**config.mk**
```make
export PLATFORM = sky130hd
export DESIGN_NAME = regfile_mp
export DESIGN_NICKNAME = d
export VERILOG_FILES = /design/src/rtl/regfile_pkg.sv /design/src/rtl/regfile_clear_fsm.sv /design/src/rtl/regfile_mp.sv
export SDC_FILE = /design/constraint.sdc
export NUM_CORES = 2
export LEC_CHECK = 0
export BUFFER_PORTS_ARGS = -buffer_cell sky130_fd_sc_hd__buf_2
export CAP_MARGIN = 40
export CORE_MARGIN = 2
export CORE_UTILIZATION = 38
export DETAILED_ROUTE_END_ITERATION = 16
export SLEW_MARGIN = 20
export SYNTH_ARGS = -nofsm -noshare
export SYNTH_HDL_FRONTEND = slang
export SYNTH_SLANG_ARGS = --single-unit
```
**constraint.sdc**
```tcl
create_clock -name clk -period 5.54 [get_ports clk]
set_clock_uncertainty 0.2 [all_clocks]
set_input_delay 0 -clock clk [delete_from_list [all_inputs] [get_ports clk]]
set_output_delay 0 -clock clk [all_outputs]
set_load 0.02 [all_outputs]
```
**src/rtl/regfile_pkg.sv**
```systemverilog
// Shared types and default sizing for the multi-port register file.
package regfile_pkg;

   typedef enum logic {RF_IDLE, RF_CLEAR} rf_state_e;

   localparam int RF_DATA_W = 64;
   localparam int RF_DEPTH  = 32;
   localparam int RF_NREAD  = 2;

endpackage

```
**src/rtl/regfile_clear_fsm.sv**
```systemverilog
// Sequential soft-clear engine: walks a pointer over every entry, one per cycle,
// and blocks external writes while it runs.
module regfile_clear_fsm
   import regfile_pkg::*;
#(
   parameter int DEPTH  = RF_DEPTH,
   parameter int ADDR_W = $clog2(DEPTH)
) (
   input  logic              clk,
   input  logic              reset,
   input  logic              clear_req,
   output logic              busy,
   output logic              clear_done,
   output logic              w_ready,
   output logic              clr_we,
   output logic [ADDR_W-1:0] clr_addr
);

   localparam logic [ADDR_W-1:0] LAST_IDX = ADDR_W'(DEPTH - 1);

   rf_state_e         r_state;
   rf_state_e         w_state_nxt;
   logic [ADDR_W-1:0] r_ptr;
   logic [ADDR_W-1:0] w_ptr_nxt;
   logic              w_last;

   always_ff @(posedge clk or negedge reset) begin
      if (!reset) begin
         r_state <= RF_IDLE;
         r_ptr   <= '0;
      end else begin
         r_state <= w_state_nxt;
         r_ptr   <= w_ptr_nxt;
      end
   end

   assign w_last   = (r_ptr == LAST_IDX);
   assign clr_addr = r_ptr;

   always_comb begin
      w_state_nxt = r_state;
      w_ptr_nxt   = r_ptr;
      busy        = 1'b0;
      clear_done  = 1'b0;
      w_ready     = 1'b1;
      clr_we      = 1'b0;
      case (r_state)
         RF_IDLE: begin
            if (clear_req) begin
               w_state_nxt = RF_CLEAR;
               w_ptr_nxt   = '0;
            end
         end
         RF_CLEAR: begin
            busy    = 1'b1;
            w_ready = 1'b0;
            clr_we  = 1'b1;
            // Pointer parks on the last entry rather than wrapping.
            if (w_last) begin
               clear_done  = 1'b1;
               w_state_nxt = RF_IDLE;
            end else begin
               w_ptr_nxt = r_ptr + 1'b1;
            end
         end
      endcase
   end

endmodule

```
**src/rtl/regfile_mp.sv**
```systemverilog
// Parametrised multi-port register file with optional zero register and soft clear.
// Define REGFILE_BYPASS_EN to forward an accepted write to same-cycle reads.
module regfile_mp
   import regfile_pkg::*;
#(
   parameter int DATA_W   = RF_DATA_W,
   parameter int DEPTH    = RF_DEPTH,
   parameter int NREAD    = RF_NREAD,
   parameter int ZERO_REG = 1,
   parameter int ADDR_W   = $clog2(DEPTH)
) (
   input  logic                          clk,
   input  logic                          reset,
   input  logic                          w_en,
   output logic                          w_ready,
   input  logic [ADDR_W-1:0]             w_addr,
   input  logic [DATA_W-1:0]             w_data,
   input  logic [NREAD-1:0][ADDR_W-1:0]  r_addr,
   output logic [NREAD-1:0][DATA_W-1:0]  r_data,
   input  logic                          clear_req,
   output logic                          busy,
   output logic                          clear_done
);

   localparam logic [ADDR_W:0] DEPTH_X = (ADDR_W + 1)'(DEPTH);

   // In range and not the hardwired zero entry.
   function automatic logic f_addr_ok(input logic [ADDR_W-1:0] a);
      return ({1'b0, a} < DEPTH_X) && !((ZERO_REG != 0) && (a == '0));
   endfunction

   logic [DATA_W-1:0] r_mem [DEPTH];
   logic              w_wr_acc;
   logic              w_clr_we;
   logic [ADDR_W-1:0] w_clr_addr;

   regfile_clear_fsm #(
      .DEPTH  (DEPTH),
      .ADDR_W (ADDR_W)
   ) u_clear_fsm (
      .clk        (clk),
      .reset      (reset),
      .clear_req  (clear_req),
      .busy       (busy),
      .clear_done (clear_done),
      .w_ready    (w_ready),
      .clr_we     (w_clr_we),
      .clr_addr   (w_clr_addr)
   );

   assign w_wr_acc = w_en && w_ready && f_addr_ok(w_addr);

   // Clear and external writes are mutually exclusive since w_ready drops in CLEAR.
   always_ff @(posedge clk or negedge reset) begin
      if (!reset) begin
         for (int unsigned i = 0; i < DEPTH; i++) begin
            r_mem[i] <= '0;
         end
      end else if (w_clr_we) begin
         r_mem[w_clr_addr] <= '0;
      end else if (w_wr_acc) begin
         r_mem[w_addr] <= w_data;
      end
   end

   always_comb begin
      for (int unsigned p = 0; p < NREAD; p++) begin
         r_data[p] = '0;
         if (f_addr_ok(r_addr[p])) begin
            r_data[p] = r_mem[r_addr[p]];
`ifdef REGFILE_BYPASS_EN
            if (w_wr_acc && (w_addr == r_addr[p])) begin
               r_data[p] = w_data;
            end
`endif
         end
      end
   end

endmodule

```
# --- Yosys cells after proc, flatten, opt, wreduce, memory -nomap -nowiden ---
# Index checks and enable logic that the tools add are counted.
word_totals:
  output_inout_bits: 131
  register_bits: 2054
  wordCells: 86
classes:
  n_bitwise: 7
  reduce_logical: 10
  magnitude_cmp: 6
  eq_ne: 3
  muxes: 25
  add_sub_neg: 1
op_table:
  columns: ["op", "count"]
  rows:
  - ["$mux 2048", 2]
  - ["$and 2048x2048->2048", 1]
  - ["$bwmux 2048", 1]
  - ["$not 2048->2048", 1]
  - ["$bmux 64 s5", 2]
  - ["$demux 64 s5", 2]
  - ["$mux 64", 8]
  - ["$ge 6x6->1 const B", 4]
  - ["$not 5->6", 4]
  - ["$logic_not 5->1", 3]
  - ["$lt 6x1->1 const B", 2]
  - ["$mux 5", 2]
  - ["$pmux 5 s2", 1]
  - ["$mux 1", 6]
  - ["$add 5x1->5 const B", 1]
  - ["$eq 5x5->1 const B", 1]
  - ["$logic_and 1x1->1", 4]
  - ["$ne 2x2->1 const B", 2]
  - ["$pmux 1 s2", 1]
  - ["$reduce_and 2->1", 1]
  - ["$reduce_bool 2->1", 1]
  - ["$logic_not 1->1", 1]
  - ["$not 1->1", 1]

# --- Depth between registers and ports, before layout ---
depth:
  ltp_word: 8
  mapped_depth: 8
  ltp_nobuf: 7

# --- Hierarchy ---
# A second synthesis with hierarchy kept.
unflattened:
  hier_cells: 7555
  hier_area_um2: 101917.7
modules_own_cells:
  columns: ["mod", "n_inst", "seq_area_each_um2", "cells_each", "area_each_um2"]
  rows:
  - ["regfile_mp", 1, 49647.6, 7522, 101559.9]
  - ["regfile_clear_fsm", 1, 150.1, 33, 357.8]

# --- Worst setup path before layout ---
# OpenSTA, ideal clock, no wires.
synth_timing:
  path_kind: "register -> register"
  startpoint: "register u_clear_fsm.r_state"
  endpoint: "register r_mem[1687] in the netlist's numbering"
  synth_period_minus_slack_ns: 2.160
  t_arrival_ns: 1.894
  n_path_buf: 3
  path_stages_with_launch: 7
  slack_ns: 3.380
  path_cell_list: "dfrtp_1 > or3b_1 > clkbuf_1 > nor2_1 > clkbuf_1 > buf_1 > a22o_1"
synth_between:
  elab_chain_len: 4
synth_lines:
  columns: ["element", "line_no", "source"]
  rows:
  - ["from (decl)", "regfile_clear_fsm.sv:21", "rf_state_e r_state;"]
  - ["from (signal assigned)", "regfile_clear_fsm.sv:32", "r_state <= w_state_nxt;"]
  - ["$mux 1", "regfile_clear_fsm.sv:47", "case (r_state)"]
  - ["$logic_and 1x1->1 (2 in series)", "regfile_mp.sv:51", "assign w_wr_acc = w_en && w_ready && f_addr_ok(w_addr);"]
  - ["$reduce_bool 2->1 (no line)", null, null]
  - ["to (signal, indexed assignment)", "regfile_mp.sv:62", "r_mem[w_addr] <= w_data;"]
  - ["to (decl)", "regfile_mp.sv:32", "logic [DATA_W-1:0] r_mem [DEPTH];"]
# Parallel ways exist; a longest one is shown, timed or not.
# A chain may end at the register's enable or synchronous reset.

# --- Worst setup path after layout ---
layout_timing:
  startpoint: "register u_clear_fsm.r_state"
  endpoint: "register r_mem[1693] in the netlist's numbering"
# The elaborated chain is that of the path after synthesis.

==> flow_metrics.env <==
export IMPL_fillers=23900
export IMPL_total_power_mw=36.8
export IMPL_multiInputGateArea_um2=48200
export IMPL_drtIter0Drc=11000
export IMPL_clock_sinks=1990
export IMPL_synth_top_cell_by_area="dfrtp_1"
export IMPL_dr_pass1_iters=6
export IMPL_die_h_um=520
export IMPL_ys_seq_area_share_pct=49.1
export IMPL_p_per_area_nw_per_um2=321
export IMPL_synth_ff_type="dfrtp_1"
export IMPL_io_buffers=213
export IMPL_netlist_area_um2=101000
export IMPL_synth_edf_count=0
export IMPL_post_route_period_util_pct=74.9
export IMPL_slew_headroom_pct=20.8
export IMPL_core_area_um2=265000
export IMPL_cp_max_fo=30
export IMPL_grt_pass1_wl_mm=602
export IMPL_synth_most_common_cell="a22o_1"
export IMPL_max_stage_delay_ns=0.79
export IMPL_wl_per_cell_um=37.7
export IMPL_cap_viol_max_count=0
export IMPL_grtUsageTotal_pct=30.1
export IMPL_synthTopCellsByArea="dfrtp_1, a22o_1, mux4_2"
export IMPL_num_rows=189
export IMPL_async_flop_share_pct=100
export IMPL_synth_common_cells="a22o_1, dfrtp_1, clkbuf_1"
export IMPL_ant_nets=0
export IMPL_end_kind="flop"
export IMPL_dieArea_um2=271000
export IMPL_worstPathArrival_ns=4.75
export IMPL_critPathBufInv=3
export IMPL_antenna_found_initial=36
export IMPL_drive_gt1_share_pct=28.0
export IMPL_grt_start_max_net_pins=161
export IMPL_yosys_warnings=0
export IMPL_startpoint_type="flop"
export IMPL_cts_clk_slew_worst_paths_ns=0.06
export IMPL_viasPerCell=7.26
export IMPL_outcome="finished, final reports clean"
export IMPL_area_growth_pct=13.1
export IMPL_dpl_hpwl_mm=240
export IMPL_synthesis_nets=7710
export IMPL_stdcell_area_um2=115000
export IMPL_clk_path_buf_depth=4
export IMPL_max_freq_ghz=0.241
export IMPL_post_dp_cell_area_um2=106000
export IMPL_grt_pass1_vias=80800
export IMPL_cts_buffers=214
export IMPL_clkLatencyLatePin_ns=0.89
export IMPL_crit_type="flop to flop"
export IMPL_setup_viol=0
export IMPL_fin_crit_ns=4.15
export IMPL_fp_dieW_um=520
export IMPL_post_cts_resized=0
export IMPL_critical_path_top_delay_family="simple AND/OR/NAND/NOR gates"
export IMPL_rsz0062_at_grt="false"
export IMPL_ir_worst_vdd_mv=0.311
export IMPL_path_cells="or3b_1 -> nor2_4 -> buf_4 -> a21oi_4 -> buf_4 -> a22o_1 -> dlygate4sd3_1"
export IMPL_gp_congestion=0.867
export IMPL_crit_path_frequent_cell="buf_4"
export IMPL_route_vias_total=80400
export IMPL_finalHoldViolCount=0
export IMPL_required_ns=6.14
export IMPL_slew_violations=0
export IMPL_min_path_type="input pin to flop"
export IMPL_worst_pin_slew_ns=1.19
export IMPL_avgSynthCellArea_um2=13.3
export IMPL_htreeDepth=4
export IMPL_seq_area_um2=49800
export IMPL_drcViolationCount=0
export IMPL_finalWirelength_mm=418
export IMPL_final_nets=7453
export IMPL_fin_setup_tns_ns=0
export IMPL_tritoncts="done"
export IMPL_ios=214
export IMPL_cts_root_buf="clkbuf_16"
export IMPL_yosysUniqueCellTypes=46
export IMPL_start_util_pct=38.2
export IMPL_grt_remaining_overflow=0
export IMPL_syn_inst=7622
export IMPL_cpMaxStageDelayCell="nor2_4"
export IMPL_yosys_area_top_type_share_pct=49.1
export IMPL_power_leakage_nw=51.4
export IMPL_ys_ff_latch=1990
[kinds of logic (layout without fill, tap and decap cells)]
family                     after synthesis  after routing  share of synthesized area, %
AOI/OAI and AO/OA                     2916           2916                          23.7
xor gates and xnor gates                 3              3                        0.0259
adders and majority gates                5              5                        0.0617
buffers and inverters                 1016            921                          3.99
DFF                                   1990           1990                          49.1
muxes                                 1221           1221                          20.7
other                                    0             17                             0
and+or+nand+nor                        471            471                          2.38
[final cells by class]
cell class | count | area share [%]
Antenna cell | 17 | 0.0371
Clock buffer | 293 | 5.31
Clock inverter | 85 | 0.891
Inverter | 4 | 0.0131
Multi-Input combinational cell | 4616 | 42.1
Sequential cell | 1990 | 43.4
Tap cell | 3533 | 3.86
Timing Repair Buffer | 539 | 4.40
[registers in the layout, indices dropped and copies added (netlist names)]
| register | count |
|---|---|
| u_clear_fsm.clr_addr | 5 |
| u_clear_fsm.r_state | 1 |
| r_mem | 1984 |
[worst reg2reg max path: stages, from the launching register on]
cell and delay (ns):
dfrtp_1 0.53, or3b_1 0.76, nor2_4 0.79, buf_4 0.51, a21oi_4 0.05, buf_4 0.33, a22o_1 0.32, dlygate4sd3_1 0.56
[power breakdown]
group	internal, mW	switching (mW)
combinational	2.00	3.98
sequential	15.2	0.639
clock	8.60	6.39
[layer usage]
metal  routed length, um  track usage (%)  share of wire (%)  vias up
li1                    -                -                  -    30200
met1              159000             40.1                 38    42800
met2              186000             44.7                 44     6069
met4               25600             16.5                6.1       26
met3               47400             8.13                 11     1200
met5                 184                0              0.044        -
[cells in the final DEF, fill, tap and decap left out, types with 5 or more instances in the layout]
master         instances
a21oi_4               31
nor2_4                29
nor2b_1               63
bufinv_16             20
o22ai_1              194
nand2_1              132
o21ai_1               62
clkbuf_1              38
o21ai_0               62
diode_2               17
buf_4                159
clkbuf_16            216
a22oi_1              194
a211o_1               66
clkbuf_8              39
nor2_1                71
buf_12                58
a22o_1              2174
clkinv_2              49
dfrtp_1             1990
ha_1                   5
dlygate4sd3_1         79
buf_2                208
or4_1                 62
buf_16                28
clkinv_4               5
clkinvlp_4             6
buf_8                  5
a211oi_1              62
mux2_2               579
o211ai_1              66
nor3_1                63
mux4_2               640
[through the flow]
step	cells	setup slack (ns)	utilization [%]	hold slack, ns
detailed placement	10600	1.80	40.1	-0.116
floorplan	7622	3.38	-	-0.496
CTS	11100	1.56	43.1	0.0115
global placement	10600	1.77	39.8	-0.118
global route	11100	1.41	43.2	0.0671
finish	11100	1.39	43.2	0.0753
[final timing paths]
| kind | from | endpoint | slack, ns | depth (start not counted) |
|---|---|---|---|---|
| setup / recovery | u_clear_fsm.r_state | r_mem[1693] | 1.39 | 7 |
| hold / removal | w_data[33] | r_mem[1377] | 0.08 | 3 |
| setup reg to reg | u_clear_fsm.r_state | r_mem[1693] | 1.39 | 7 |
| hold reg to reg | r_mem[1367] | r_mem[1367] | 0.32 | 1 |
| max in group asynchronous | reset | r_mem[1214] | 3.73 | 5 |
| min in group asynchronous | reset | r_mem[1578] | 0.21 | 4 |
[what timing repair did]
item	4_1_cts	5_1_grt
setup buffers	0	0
endpoints found under the hold margin	2970	0
hold buffers	80	0
endpoints found under the setup margin	0	0
Power figures use the tool's default switching activity.
